$ cat config.mk
export PLATFORM = sky130hd
export DESIGN_NAME = if_id_stage
export DESIGN_NICKNAME = d
export VERILOG_FILES = /design/src/rtl/mips_pkg.sv /design/src/rtl/pc_reg.sv /design/src/rtl/if_id_stage.sv
export SDC_FILE = /design/constraint.sdc
export NUM_CORES = 1
export LEC_CHECK = 0
export ABC_AREA = 1
export CORE_MARGIN = 1.5
export CORE_UTILIZATION = 30
export CTS_CLUSTER_DIAMETER = 150
export DETAILED_ROUTE_END_ITERATION = 12
export PLACE_DENSITY = 0.6
export RECOVER_POWER = 100
export SYNTH_ARGS = -nofsm -noshare
export SYNTH_HDL_FRONTEND = slang
export SYNTH_HIERARCHICAL = 1
export SYNTH_SLANG_ARGS = --single-unit
$ cat constraint.sdc
create_clock -name clk -period 4.09 [get_ports clk]
set_input_delay 1.227 -clock clk [delete_from_list [all_inputs] [get_ports clk]]
set_output_delay 1.227 -clock clk [all_outputs]
set_load 0.005 [all_outputs]
$ cat src/rtl/mips_pkg.sv
// Shared MIPS front-end constants: NOP encoding, next-PC select codes,
// primary opcodes and small address/select helpers.
package mips_pkg;

    localparam logic [31:0] NOP_INSTR     = 32'h0000_0000;

    localparam logic [1:0]  PC_SRC_SEQ    = 2'b00;
    localparam logic [1:0]  PC_SRC_BRANCH = 2'b01;
    localparam logic [1:0]  PC_SRC_JUMP   = 2'b10;
    localparam logic [1:0]  PC_SRC_RSVD   = 2'b11;

    localparam logic [5:0]  OP_RTYPE      = 6'h00;
    localparam logic [5:0]  OP_J          = 6'h02;
    localparam logic [5:0]  OP_BEQ        = 6'h04;
    localparam logic [5:0]  OP_LW         = 6'h23;
    localparam logic [5:0]  OP_SW         = 6'h2B;

    // Instruction addresses are always word aligned; drop the byte offset.
    function automatic logic [31:0] word_align(input logic [31:0] addr);
        return {addr[31:2], 2'b00};
    endfunction

    // A redirect is a taken branch or a jump; the reserved code is sequential.
    function automatic logic is_redirect(input logic [1:0] sel);
        logic r;
        case (sel)
            PC_SRC_BRANCH: r = 1'b1;
            PC_SRC_JUMP:   r = 1'b1;
            default:       r = 1'b0;
        endcase
        return r;
    endfunction

endpackage

$ cat src/rtl/pc_reg.sv
// Program counter register with next-PC selection and target alignment.
// A redirect always wins over stall and over a missing instruction word.
module pc_reg
    import mips_pkg::*;
#(
    parameter logic [31:0] RESET_PC = 32'h0000_0000
) (
    input  logic        clk,
    input  logic        rst_n,
    input  logic        stall,
    input  logic        imem_valid,
    input  logic [1:0]  pc_src,
    input  logic [31:0] branch_target,
    input  logic [31:0] jump_target,
    output logic [31:0] pc,
    output logic [31:0] pc_plus4,
    output logic        redirect
);

    logic [31:0] pc_q;
    logic [31:0] pc_d;
    logic [31:0] pc_plus4_s;

    // Wraps naturally modulo 2^32.
    assign pc_plus4_s = pc_q + 32'd4;

    // Next-PC priority: redirect, then stall hold, then fetch-miss hold, then +4.
    always_comb begin
        pc_d = pc_q;
        case (pc_src)
            PC_SRC_BRANCH: pc_d = word_align(branch_target);
            PC_SRC_JUMP:   pc_d = word_align(jump_target);
            default: begin
                if (stall) begin
                    pc_d = pc_q;
                end else if (!imem_valid) begin
                    pc_d = pc_q;
                end else begin
                    pc_d = pc_plus4_s;
                end
            end
        endcase
    end

    // PC state register; reset discards any pending redirect or stall.
    always_ff @(posedge clk or negedge rst_n) begin
        if (!rst_n) begin
            pc_q <= RESET_PC;
        end else begin
            pc_q <= pc_d;
        end
    end

    assign pc       = pc_q;
    assign pc_plus4 = pc_plus4_s;
    assign redirect = is_redirect(pc_src);

endmodule

$ cat src/rtl/if_id_stage.sv
// Instruction fetch stage and IF/ID pipeline register. The PC lives in
// pc_reg; this level owns the IF/ID latch and the fetched-instruction count.
module if_id_stage
    import mips_pkg::*;
#(
    parameter logic [31:0] RESET_PC = 32'h0000_0000
) (
    input  logic        clk,
    input  logic        rst_n,
    input  logic        stall,
    input  logic        flush,
    input  logic [1:0]  pc_src,
    input  logic [31:0] branch_target,
    input  logic [31:0] jump_target,
    output logic [31:0] imem_addr,
    input  logic [31:0] imem_rdata,
    input  logic        imem_valid,
    output logic [31:0] id_instr,
    output logic [31:0] id_pc4,
    output logic        id_valid,
    output logic [5:0]  id_opcode,
    output logic [5:0]  id_func,
    output logic [31:0] fetch_count
);

    logic [31:0] pc_s;
    logic [31:0] pc_plus4_s;
    logic        redirect_s;
    logic        squash_s;

    logic [31:0] id_instr_q, id_instr_d;
    logic [31:0] id_pc4_q,   id_pc4_d;
    logic        id_valid_q, id_valid_d;
    logic [31:0] fetch_count_q, fetch_count_d;

    pc_reg #(
        .RESET_PC (RESET_PC)
    ) u_pc_reg (
        .clk           (clk),
        .rst_n         (rst_n),
        .stall         (stall),
        .imem_valid    (imem_valid),
        .pc_src        (pc_src),
        .branch_target (branch_target),
        .jump_target   (jump_target),
        .pc            (pc_s),
        .pc_plus4      (pc_plus4_s),
        .redirect      (redirect_s)
    );

    assign squash_s = flush | redirect_s;

    // IF/ID next state: squash, then stall hold, then bubble on miss, then latch.
    // id_pc4 is meaningless under a bubble and simply keeps its old value.
    always_comb begin
        id_instr_d    = id_instr_q;
        id_pc4_d      = id_pc4_q;
        id_valid_d    = id_valid_q;
        fetch_count_d = fetch_count_q;
        if (squash_s) begin
            id_instr_d = NOP_INSTR;
            id_valid_d = 1'b0;
        end else if (stall) begin
            id_instr_d = id_instr_q;
            id_valid_d = id_valid_q;
        end else if (!imem_valid) begin
            id_instr_d = NOP_INSTR;
            id_valid_d = 1'b0;
        end else begin
            id_instr_d    = imem_rdata;
            id_pc4_d      = pc_plus4_s;
            id_valid_d    = 1'b1;
            fetch_count_d = fetch_count_q + 32'd1;
        end
    end

    // IF/ID pipeline register and fetch counter.
    always_ff @(posedge clk or negedge rst_n) begin
        if (!rst_n) begin
            id_instr_q    <= NOP_INSTR;
            id_pc4_q      <= 32'h0000_0000;
            id_valid_q    <= 1'b0;
            fetch_count_q <= 32'h0000_0000;
        end else begin
            id_instr_q    <= id_instr_d;
            id_pc4_q      <= id_pc4_d;
            id_valid_q    <= id_valid_d;
            fetch_count_q <= fetch_count_d;
        end
    end

    assign imem_addr   = pc_s;
    assign id_instr    = id_instr_q;
    assign id_pc4      = id_pc4_q;
    assign id_valid    = id_valid_q;
    assign id_opcode   = id_instr_q[31:26];
    assign id_func     = id_instr_q[5:0];
    assign fetch_count = fetch_count_q;

endmodule

---- Word level (Yosys, flattened, before mapping) ----
Cells that the tools add are included.
Widths: inputs -> output; s select.
word-level totals
  logic and storage cells ................. 28
  output and inout bits ................... 141
  register bits after elaboration ......... 129
  input bits .............................. 103
cells by class
  muxes and demuxes ....................... 10
  eq/ne operators ......................... 4
  add/subtract/negate cells ............... 2
  reduce and logical (&&, ||, !) cells .... 4
  bitwise operators ....................... 3
operators by type and width
  kind                   count
  $mux 32                5
  $pmux 32 s2            1
  $add 32x1->32 const B  1
  $add 32x3->32 const B  1
  $mux 1                 4
  $ne 3x1->1 const B     1
  $reduce_and 3->1       1
  $reduce_bool 3->1      1
  $eq 2x1->1 const B     1
  $eq 2x2->1 const B     1
  $ne 2x1->1 const B     1
  $not 1->1              2
  $reduce_and 2->1       1
  $reduce_or 2->1        1
  $or 1x1->1             1

---- Depth between registers and ports, before layout ----
Gate-level depths: netlist (run 1).
  word-level depth ........................ 6
  gate-level depth with buffers ........... 15
  depth with buffers taken out ............ 12

---- Modules after synthesis ----
Netlist (run 1), hierarchy kept.
by module, submodules not included
  module       times used  area an instance (um^2)  cells an instance  seq. area each (um^2)
  if_id_stage  1           4326.6                   458                2427.3
  pc_reg       1           2756.4                   451                750.7

---- Least setup slack after synthesis (run 1) ----
No wires, ideal clock.
  path kind ............................... input to register
  from .................................... input port pc_src[0]
  to ...................................... register fetch_count_q[9], in the netlist fetch_count[9]
  library setup time ...................... 0.118 ns
  stages .................................. 12
  path slack .............................. 1.146 ns
  buffers on the path ..................... 3
  data arrival time ....................... 2.826 ns
  cells stage by stage .................... inv_1 ha_1 buf_2 clkinv_1 buf_2 nor2_4 nand3_2 buf_6 nor2_4 nand2_1 xor2_1 inv_1
on the way
  word-level cells in the longest chain between the ends .. 6
RTL lines
  item                                             RTL line           text
  from (decl)                                      if_id_stage.sv:12  input logic [1:0] pc_src,
  $eq 2x1->1 / $eq 2x2->1 (equally long branches)  mips_pkg.sv:26     case (sel)
  $reduce_or 2->1 (no source line) *               -
  $mux 1 *                                         mips_pkg.sv:26
  named net redirect_s                             if_id_stage.sv:28  logic redirect_s;
  $or 1x1->1 *                                     if_id_stage.sv:51  assign squash_s = flush | redirect_s;
  $not 1->1 (no source line) *                     -
  $reduce_and 3->1 (no source line) *              -
  to (signal assigned)                             if_id_stage.sv:88  fetch_count_q <= fetch_count_d;
  to (decl)                                        if_id_stage.sv:34  logic [31:0] fetch_count_q, fetch_count_d;
Mark *: on every way through the listed nets, which the timed path passes. The rest lies on a longest branch.
A chain may end at the register's enable or synchronous reset.

---- Worst setup path after layout (run 1) ----
  from .................................... input port pc_src[0]
  to ...................................... register u_pc_reg.pc_q[15], in the netlist u_pc_reg/pc[15]
on the way
  word-level cells in the longest chain between the ends .. 3
RTL lines
  item                                                                     RTL line      text
  $eq 2x1->1 / $eq 2x2->1 (equally long branches)                          pc_reg.sv:30  case (pc_src)
  $ne 3x1->1 (no source line) / $reduce_bool 3->1 (equally long branches)  -
  $reduce_and 2->1 (no source line)                                        -
  to (signal assigned)                                                     pc_reg.sv:50  pc_q <= pc_d;
  to (decl)                                                                pc_reg.sv:20  logic [31:0] pc_q;
Parallel ways exist; a longest one is shown, timed or not.

==> results of run 1 <==
-- per-stage QoR --
step / setup WS [ns] / hold WS, ns / cells / total power [mW]
2_1_floorplan: 1.15 / 0.465 / 912 / 2.03
3_3_place_gp: 0.740 / 0.455 / 1426 / 2.69
3_5_place_dp: 0.716 / 0.459 / 1426 / 2.70
4_1_cts: 1.16 / 0.473 / 1456 / 4.29
5_1_grt: 0.515 / 0.482 / 1456 / 4.39
6_report: 0.762 / 0.463 / 1456 / 4.13
-- power by group through the flow --
stage | Combinational [mW] | Clock, mW | Sequential [mW]
detailed placement | 1.05 | 0 | 1.65
floorplan | 0.405 | 0 | 1.62
global placement | 1.04 | 0 | 1.65
global route | 1.08 | 1.67 | 1.65
finish | 0.953 | 1.56 | 1.61
CTS | 1.05 | 1.61 | 1.63
-- cells in the mapped netlist (15+ instances only) --
cell and count:
a22o_1 27, a32o_1 32, buf_4 16, clkbuf_1 19, dfrtp_1 127, inv_1 83, nand2_1 325, nand3_1 54
nand4_1 15, nor2_1 66, o21ai_0 37
-- per-layer routing --
metal  GRT usage (%)  wire length (um)  up-vias
li1                -                 -     3379
met1            23.0              9610     3121
met2            28.7              9570      245
met3            4.57              1530       26
met4            6.30               417        2
met5               0                13        -
-- worst max-delay path: stages --
cell and delay [ns]:
dlygate4sd3_1 0.56, inv_1 0.07, ha_1 0.14, buf_4 0.29
nor2_1 0.12, o21a_1 0.14, inv_1 0.60, o21ai_0 0.29
o21ai_0 0.21
-- layout by cell type (no fill, tap or decap), types with 17 or more instances in the layout --
cell type / Yosys / routed
a32o_1: 32 / 32
nand3_1: 54 / 55
dlygate4sd3_1: 0 / 140
nand2_1: 325 / 326
nor2_1: 66 / 72
dfrtp_1: 127 / 127
a22o_1: 27 / 27
clkbuf_16: 0 / 17
o21ai_0: 37 / 46
inv_1: 83 / 84
clkdlybuf4s50_1: 0 / 96
-- path summary, 6_finish.rpt --
| kind | end | slack [ns] |
|---|---|---|
| worst max-delay path | u_pc_reg/pc[15]$_DFFE_PN0P_ | 0.76 |
| worst min-delay path | id_pc4[7]$_DFFE_PN0P_ | 0.46 |
| worst max register to register | fetch_count[20]$_DFFE_PN0P_ | 2.32 |
| worst min register to register | id_pc4[7]$_DFFE_PN0P_ | 0.46 |
| max in group asynchronous | id_pc4[19]$_DFFE_PN0P_ | 1.53 |
| min in group asynchronous | fetch_count[30]$_DFFE_PN0P_ | 1.39 |
-- kinds of logic after synthesis --
group           Yosys count  synth area share [%]
simple gates            499                  30.4
buf+inv                 139                  8.89
flops                   127                  44.9
compound gates          113                  11.9
xor+xnor                 26                  3.22
fa+ha+maj                 4                 0.707
other cells               1                0.0529
-- layout make-up --
cell class | count | area (um^2)
Fill cell | 2350 | 13100
Sequential cell | 127 | 3180
Clock inverter | 10 | 138
Clock buffer | 20 | 467
Multi-Input combinational cell | 646 | 3230
Inverter | 86 | 323
Tap cell | 319 | 399
Timing Repair Buffer | 248 | 2460
==> results.toml, run 1 <==
[power_and_ir_drop]
power_leakage_nw = 4.97
intPower_mw = 2.93
irDropWorstVdd_mv = 0.211
swShare_pct = 29.2
powerDensity_nw_per_um2 = 405
clkPwrFrac_pct = 37.9
comb_power_share_pct = 23.1
switchingPower_mw = 1.21
p_seq_share_pct = 39.1

[floorplanning]
pin_count = 244
dieArea_um2 = 24500
die_x_um = 157
die_h_um = 157
coreArea_um2 = 23300
start_util_pct = 30.4
std_cell_rows = 56

[detailed_routing]
route.detailed.drc = 0
wl_per_cell_um = 14.5
ant_nets = 0
num_vias = 6773
dr.pass1.iters = 6
wl_mm = 21.1
viasPerCell = 4.65
drt_iter0_markers = 398

[yosys]
netlist_area_um2 = 7080
seq_area_frac_synth_pct = 44.9
ys_seq_elements = 127
synth-edff-count = 0
synthFlopType = "dfrtp_1"
synth_warnings = 6
syn-mean-instance-area_um2 = 7.79
synth_top_area_share_pct = 44.9
async_reset_ff_share_pct = 100
synth_top_area_cell = "dfrtp_1"
ys_types = 34
synthTopCellsByArea = "dfrtp_1, nand2_1, a32o_1"
syn_inst = 909

[global_routing]
grt_use_total_pct = 17.8
grt_pass1_wl_mm = 33.9
overflow = 0
antenna_found_initial = 1
grt_start_max_net_pins = 128
grt_pass1_vias = 6436

[clock_network]
cts_root_buf = "clkbuf_16"
cts_tree = "built"
cts_sinks = 127
ctsResizeCount = 0
path_clk_slew_ns = 0.06
htreeDepth = 4
cts_setup_buffers = 0
clock_latency_ns = 0.41
numCtsBuffers = 17
clockBufferDepth = 2
ctsHoldBuffers = 0

[worst_setup_path]
cp_data_required_time_ns = 4.42
critPathCaptureType = "flop"
path_max_fanout = 34
cp.arrival_ns = 3.66
critPathKind = "in -> reg"
r2r_start = "fetch_count[0]$_DFFE_PN0P_"
critPathLaunch = "pc_src[0]"
reg2reg_depth = 7
cp-start-kind = "primary input"

[timing]
final-hold-violation-count = 0
rsz0062_at_grt = "false"
slew_headroom_pct = -19.9
setup_violations = 0
worst_slew_pin_slew_ns = 1.80
slew_violations = 128
period_needed_ns = 3.33
clock.fmax_ghz = 0.300
setup_tns_ns = 0
fin_worst_skew_ns = 0.0112
finalCritPeriodShare_pct = 81.4

[layout]
final_util_pct = 43.7
drive_above_1_share_pct = 5.63
antennaDiodeCount = 0
nets = 1233
post-route-cell-area_um2 = 10200
synthToLayoutAreaGrowth_pct = 44.0

[job]
cap_violations = 1

[status]
violations = "max-capacitance violations, max-slew violations"
status = "complete, but fails checks"

[placed_design]
dp_hpwl_mm = 15.5
io_buffers = 237
globalplace.congestion = 0.931
place_area_um2 = 9660

[worst_hold_path]
hold_class = "reg -> reg"
hold_depth = 2
min_from = "id_pc4[7]$_DFFE_PN0P_"
No activity file was read; power rests on OpenSTA's default activity.
==> run 2, diff against run 1 <==
clock period = 3.27 ns   (was 4.09 ns; I/O delays follow)
==> run 2 against run 1 <==
  * The run still ends with max-capacitance violations, max-slew violations left
  * Sequential power rose by 25%
  * Worst hold slack barely moved
  * Register-to-register slack got worse by 0.86 ns
  * Clock-buffer cell count fell by 1
  * Worst setup slack got worse by 0.35 ns
  * Die area did not move
  * Final area rose by 1.6%
  * Clock skew fell by 0.00051 ns
  * Power rose by 31%
  * Sequential cell count did not move
  * Critical path depth fell by 1
  * Highest routed layer unchanged
==> results.toml, run 2 (synthesis gave the netlist of run 1 again) <==
[power_and_ir_drop]
powerDensity_nw_per_um2 = 522
finalPower_mw = 5.41
irDropWorstVdd_mv = 0.228
power_leakage_nw = 5.03

[placed_design]
globalplace.congestion = 0.929
place_area_um2 = 9720
dp_hpwl_mm = 16.1
io_buffers = 237

[status]
status = "complete, but fails checks"
violations = "max-capacitance violations, max-slew violations"

[global_routing]
grt_start_max_net_pins = 62
overflow = 0
grt_pass1_wl_mm = 34.0
grt_pass1_vias = 6466
antenna_found_initial = 1
grt_use_total_pct = 17.8

[clock_network]
clock_latency_ns = 0.41
cts_sinks = 127
cts_setup_buffers = 0
numCtsBuffers = 17
path_clk_slew_ns = 0.06
clockBufferDepth = 2
cts_tree = "built"
htreeDepth = 4
ctsResizeCount = 0
cts_root_buf = "clkbuf_16"
ctsHoldBuffers = 0

[timing]
finalCritPeriodShare_pct = 87.4
setup_tns_ns = 0
period_needed_ns = 2.86
slew_violations = 30
slew_headroom_pct = -12.6
clock.fmax_ghz = 0.350
setup_violations = 0
rsz0062_at_grt = "false"
worst_slew_pin_slew_ns = 1.69
fin_worst_skew_ns = 0.0107
final-hold-violation-count = 0

[layout]
final_common_cell = "nand2_1"
layout_common_cells = "nand2_1, dlygate4sd3_1, dfrtp_1"
drive_above_1_share_pct = 6.29
synthToLayoutAreaGrowth_pct = 46.3
nets = 1239
post-route-cell-area_um2 = 10400
antennaDiodeCount = 0

[worst_setup_path]
critPathCaptureType = "flop"
path_max_fanout = 18
cp_data_required_time_ns = 3.56
cp-start-kind = "primary input"
critPathKind = "in -> reg"
cp.arrival_ns = 3.15

[worst_hold_path]
hold_class = "reg -> reg"

[detailed_routing]
viasPerCell = 4.66
ant_nets = 0
wl_mm = 21.4
wl_per_cell_um = 14.6
route.detailed.drc = 0
drt_iter0_markers = 356
dr.pass1.iters = 6
num_vias = 6821

[floorplanning]
dieArea_um2 = 24500
die_h_um = 157
die_x_um = 157
start_util_pct = 30.4
std_cell_rows = 56
pin_count = 244
coreArea_um2 = 23300

[job]
cap_violations = 1
run 2: changes by cell type in the layout (fill, tap and decap cells not counted), sizes merged:
cell / change
buf: +4
bufinv: +3
clkbuf: +1
clkinv: -1
inv: +1
run 2: worst paths after layout:
check | start | endpoint | slack [ns] | cells past startpoint
worst min register to register | id_pc4[31]$_DFFE_PN0P_ | id_pc4[31]$_DFFE_PN0P_ | 0.46 | 2
max in group asynchronous | rst_n | id_pc4[29]$_DFFE_PN0P_ | 0.94 | 2
worst max-delay path | pc_src[0] | u_pc_reg/pc[4]$_DFFE_PN0P_ | 0.41 | 8
min in group asynchronous | rst_n | fetch_count[30]$_DFFE_PN0P_ | 0.99 | 1
worst max register to register | fetch_count[0]$_DFFE_PN0P_ | fetch_count[12]$_DFFE_PN0P_ | 1.46 | 7
worst min-delay path | id_pc4[31]$_DFFE_PN0P_ | id_pc4[31]$_DFFE_PN0P_ | 0.46 | 2
run 2: layer usage:
| metal | GRT usage (%) | up-vias | part of all wire [%] |
|---|---|---|---|
| met5 | 0 | - | 0.061 |
| li1 | - | 3386 | - |
| met2 | 28.8 | 256 | 46 |
| met4 | 5.76 | 2 | 1.3 |
| met1 | 22.8 | 3158 | 45 |
| met3 | 4.93 | 19 | 7.4 |
run 2: layout make-up:
cell class | count | area, um^2
inverters | 86 | 323
repair buffers | 254 | 2520
multi-input cells | 646 | 3270
well taps | 319 | 399
clock buffers | 19 | 443
clock inverters | 13 | 235
fillers | 2401 | 13000
flip-flops and latches | 127 | 3180
run 2: where the power goes:
part	switching [mW]	total, mW	leakage [nW]	internal (mW)
Sequential	0.225	2.02	1.65	1.80
Clock	0.735	2.19	0.324	1.46
Combinational	0.583	1.20	3.05	0.617
Total	1.54	5.41	5.03	3.87
run 2: critical path, stage by stage:
cell	delay, ns
dlygate4sd3_1	0.56
inv_1	0.05
ha_1	0.32
clkinv_1	0.15
clkbuf_1	0.66
nand3_1	0.22
o211ai_1	0.13
nand2_1	0.07
run 2: per-stage QoR:
stage / worst slack (ns) / std cells / util (%) / hold slack [ns]
final: 0.413 / 1464 / 44.4 / 0.463
after global routing: 0.221 / 1464 / 44.4 / 0.481
after CTS: 0.638 / 1464 / 44.6 / 0.474
after detailed placement: 0.193 / 1432 / 41.7 / 0.459
after global placement: 0.238 / 1432 / 41.7 / 0.455
after floorplan: 0.572 / 912 / - / 0.465
